--- src/rtl/gelato_warp_issue_arbiter.sv ---
// Round-robin issue arbiter: picks one eligible warp per cycle, pops its instruction buffer and
// registers the instruction into a single-entry valid/ready output stage.
module gelato_warp_issue_arbiter #(
  parameter int unsigned NUM_WARPS = 8,
  parameter int unsigned INST_W    = 64,
  parameter int unsigned WID_W     = $clog2(NUM_WARPS)
) (
  input  logic                        clk,
  input  logic                        rst_n,
  input  logic                        rdy,
  input  logic [NUM_WARPS-1:0]        ibuf_valid,
  input  logic [NUM_WARPS*INST_W-1:0] ibuf_inst,
  input  logic [NUM_WARPS-1:0]        warp_stall,
  output logic [NUM_WARPS-1:0]        ibuf_pop,
  output logic                        issue_valid,
  input  logic                        issue_ready,
  output logic [WID_W-1:0]            issue_warp_id,
  output logic [INST_W-1:0]           issue_inst,
  output logic [31:0]                 issue_count
);

  logic [NUM_WARPS-1:0] elig;
  logic [WID_W-1:0]     rr_ptr_q;
  logic [WID_W-1:0]     grant;
  logic [WID_W-1:0]     idx;
  logic                 found;
  logic                 load;
  logic                 accept;

  assign elig = ibuf_valid & ~warp_stall;

  // First eligible warp at or after rr_ptr; index arithmetic wraps since NUM_WARPS is 2^WID_W.
  always_comb begin
    found = 1'b0;
    grant = '0;
    idx   = '0;
    for (int unsigned i = 0; i < NUM_WARPS; i++) begin
      idx = rr_ptr_q + WID_W'(i);
      if (!found && elig[idx]) begin
        found = 1'b1;
        grant = idx;
      end
    end
  end

  assign accept = rdy & issue_valid & issue_ready;
  // rst_n is an active-high reset despite its name; nothing is popped while it is asserted.
  assign load   = ~rst_n & rdy & (~issue_valid | issue_ready) & found;

  always_comb begin
    ibuf_pop = '0;
    if (load) ibuf_pop[grant] = 1'b1;
  end

  always_ff @(posedge clk or posedge rst_n) begin
    if (rst_n) begin
      issue_valid   <= 1'b0;
      issue_warp_id <= '0;
      issue_inst    <= '0;
      issue_count   <= '0;
      rr_ptr_q      <= '0;
    end else begin
      if (accept) issue_count <= issue_count + 32'd1;
      if (load) begin
        issue_inst    <= ibuf_inst[grant*INST_W +: INST_W];
        issue_warp_id <= grant;
        issue_valid   <= 1'b1;
        rr_ptr_q      <= grant + WID_W'(1);
      end else if (accept) begin
        issue_valid <= 1'b0;
      end
    end
  end

endmodule

--- config.mk ---
export PLATFORM = sky130hd
export DESIGN_NAME = gelato_warp_issue_arbiter
export DESIGN_NICKNAME = d
export VERILOG_FILES = /design/src/rtl/gelato_warp_issue_arbiter.sv
export SDC_FILE = /design/constraint.sdc
export NUM_CORES = 1
export LEC_CHECK = 0
export BUFFER_PORTS_ARGS = -buffer_cell sky130_fd_sc_hd__buf_2
export CAP_MARGIN = 10
export CORE_AREA = 2 2 252 254
export DETAILED_ROUTE_END_ITERATION = 7
export DIE_AREA = 0 0 254 256
export SLEW_MARGIN = 10
export SYNTH_ARGS = -nofsm -noshare
export SYNTH_HDL_FRONTEND = slang
export SYNTH_SLANG_ARGS = --single-unit
--- constraint.sdc ---
create_clock -name clk -period 6.9 [get_ports clk]
set_input_delay 1.035 -clock clk [delete_from_list [all_inputs] [get_ports clk]]
set_output_delay 1.035 -clock clk [all_outputs]
set_load 0.01 [all_outputs]
==> flow_summary.ini <==
[flow_run]
drv_cap = 0

[timing]
slew_viol_final = 0
grt_setup_unrepaired = false
fin_crit_ns = 5.94
hold_violations = 0
tns_ns = 0
layout_setup_ws_ns = 0.959
hold_ws_ns = 0.470
tightestPinTransition_ns = 1.12
clock_skew_ns = 0.0108
setup_viol = 0
period_share = 0.861
relSlewSlack = 0.249
fmax_mhz = 168

[place]
io_buffers = 639
dp_hpwl_mm = 36.0
dp_worst_setup_slack_ns = 1.41
dpl-instance-area_um2 = 13000
gp_congestion = 0.849
dp.cells = 2473

[power]
power_density_nw_per_um2 = 604
total_power_mw = 8.03
leakagePower_nw = 6.76
irDropWorstVdd_mv = 1.05

[critical_path]
path_class = reg2out
worst_ep_arrival_time_ns = 4.91
end_kind = output port
critPathMaxFanout = 11
worst-r2r-setup-slack_ns = 1.63
worstPathRequired_ns = 5.86
startpoint_type = flop

[die]
die_h_um = 256
dieArea_um2 = 65000
coreArea_um2 = 62400
initial_core_util = 0.145
rows = 92
dieWidth_um = 254
pin_count = 640

[synth]
yosys.area.top_type = dfrtp_1
yosysMostFrequentCell = nand2_1
ys.warnings.count = 0
syn_nets = 1600
syn_inst = 1065
syn_area_um2 = 9060
ys_ff_latch = 103
ys_seq_area_frac = 0.284
synth_cell_types = 72
synth_common_cells = nand2_1, mux2i_1, dfrtp_1, and3_1, o22ai_1
syn_area_per_cell_um2 = 8.51
synth_area_leaders = dfrtp_1, mux2i_1, nand2_1
async_flop_share = 1.00
yosysTopAreaCellShare = 0.284
synth_edf_count = 0
synth_ff_type = dfrtp_1

[global_routing]
met3_usage = 0.0319
use_met1 = 0.156
grt_usage = 0.133
grt_pass1_vias = 10303
grt.met2_usage = 0.236
antenna_found_initial = 3
grt_pass1_wl_mm = 64.1
grt_remaining_overflow = 0
busiest_layer = met2
grt_max_degree = 135

[clock_network]
cts_tree = done
ctsResizeCount = 0
cts_max_level = 3
numClockSinks = 103
cts_hold_buf = 0
post_cts_buffers = 0
clock_latency_ns = 0.40
clockRootBuffer = clkbuf_16
cts.clk_slew.worst_paths_ns = 0.09
cts_made_buffers = 9
cts_buffer_depth = 2

[drt]
wl_mm = 45.8
drt-wirelength-per-cell_um = 18.4
vias = 10848
initialDrtViolationCount = 845
drc = 0
ant_nets = 0
firstDrtPassIters = 7
vias_per_cell = 4.35

[cells_and_area]
final_cells = 2491
nets = 2173
final_util = 0.213
syn_to_final_growth_pct = 46.7
layout-drive-gt1-share = 0.435
stdcell_area_um2 = 13300
fill_cells = 7112

[run_status]
status = finished clean

[hold_path]
hold_path_class = reg2reg
path summary, 6_finish.rpt:
kind,start,to,cells after the start
min in group asynchronous,rst_n,issue_count[31],2
worst max register to register,rr_ptr_q[1],issue_inst[16],12
worst max-delay path,rr_ptr_q[1],ibuf_pop[5],11
max in group asynchronous,rst_n,issue_inst[3],3
worst min register to register,issue_count[31],issue_count[31],1
worst min-delay path,issue_count[31],issue_count[31],1
critical path, stage by stage, from the launching register on:
cell and delay [ns]:
dfrtp_1 0.56, inv_1 0.29, ha_1 0.69, clkinv_1 0.39
mux4_2 0.55, a221oi_1 0.27, a211oi_1 0.14, o2bb2ai_2 0.36
and2_1 0.54, nand2_4 0.25, nor2_1 0.23, buf_2 0.21
metal layers:
| metal | up-vias | wire (um) |
|---|---|---|
| li1 | 5142 | - |
| met1 | 5073 | 18100 |
| met2 | 576 | 22800 |
| met3 | 53 | 3700 |
| met4 | 4 | 1180 |
| met5 | - | 27 |
area by class of cell:
cell class | instances | area, um^2 | share of cell area
Antenna cell | 2 | 5.00 | 0.000376
Clock buffer | 9 | 225 | 0.0169
Clock inverter | 7 | 86.3 | 0.00649
Inverter | 11 | 46.3 | 0.00348
Multi-Input combinational cell | 858 | 5960 | 0.448
Sequential cell | 103 | 2580 | 0.194
Tap cell | 846 | 1060 | 0.0796
Timing Repair Buffer | 655 | 3340 | 0.251
cell usage in the layout, fill, tap and decap left out, types with 3 or more instances in the layout:
cell and instances:
buf_2 639, nand2_1 262, mux2i_1 128, dfrtp_1 103, and3_1 60, o22ai_1 57
a221o_1 56, a31oi_1 55, nor2_1 34, xnor2_1 26, buf_4 14, nand3_1 12
nand2b_1 12, mux4_2 12, xor2_1 10, nand4_1 9, clkbuf_16 9, a21oi_1 8
a221oi_1 8, inv_1 7, mux2_2 7, a22o_1 7, o21ai_0 7, a211oi_1 7
a222oi_1 7, nor3_1 6, o21ai_1 6, o211ai_1 5, and2_1 3, o31a_1 3
ha_1 3, clkinv_8 3
report_power, final:
group	total [mW]	internal (mW)	switching (mW)
Combinational	6.49	2.49	3.99
Sequential	0.980	0.829	0.151
Clock	0.570	0.261	0.309
state kept, by name, summed over array words and instances (netlist names):
| name | count |
|---|---|
| issue_valid | 1 |
| issue_warp_id | 3 |
| issue_inst | 64 |
| rr_ptr_q | 3 |
| issue_count | 32 |
logic make-up (layout without fill, tap and decap cells):
logic type / after synthesis / in the layout / share of synthesized area
AO/OA/AOI/OAI: 253 / 253 / 0.219
AND/OR/NAND/NOR: 418 / 418 / 0.213
adder cells (fa/ha/maj): 3 / 3 / 0.00414
other: 0 / 2 / 0
buffers and inverters: 104 / 682 / 0.0627
multiplexers: 148 / 148 / 0.182
flip-flops: 103 / 103 / 0.284
XOR/XNOR: 36 / 36 / 0.0348
(Power assumes the default switching activity.)
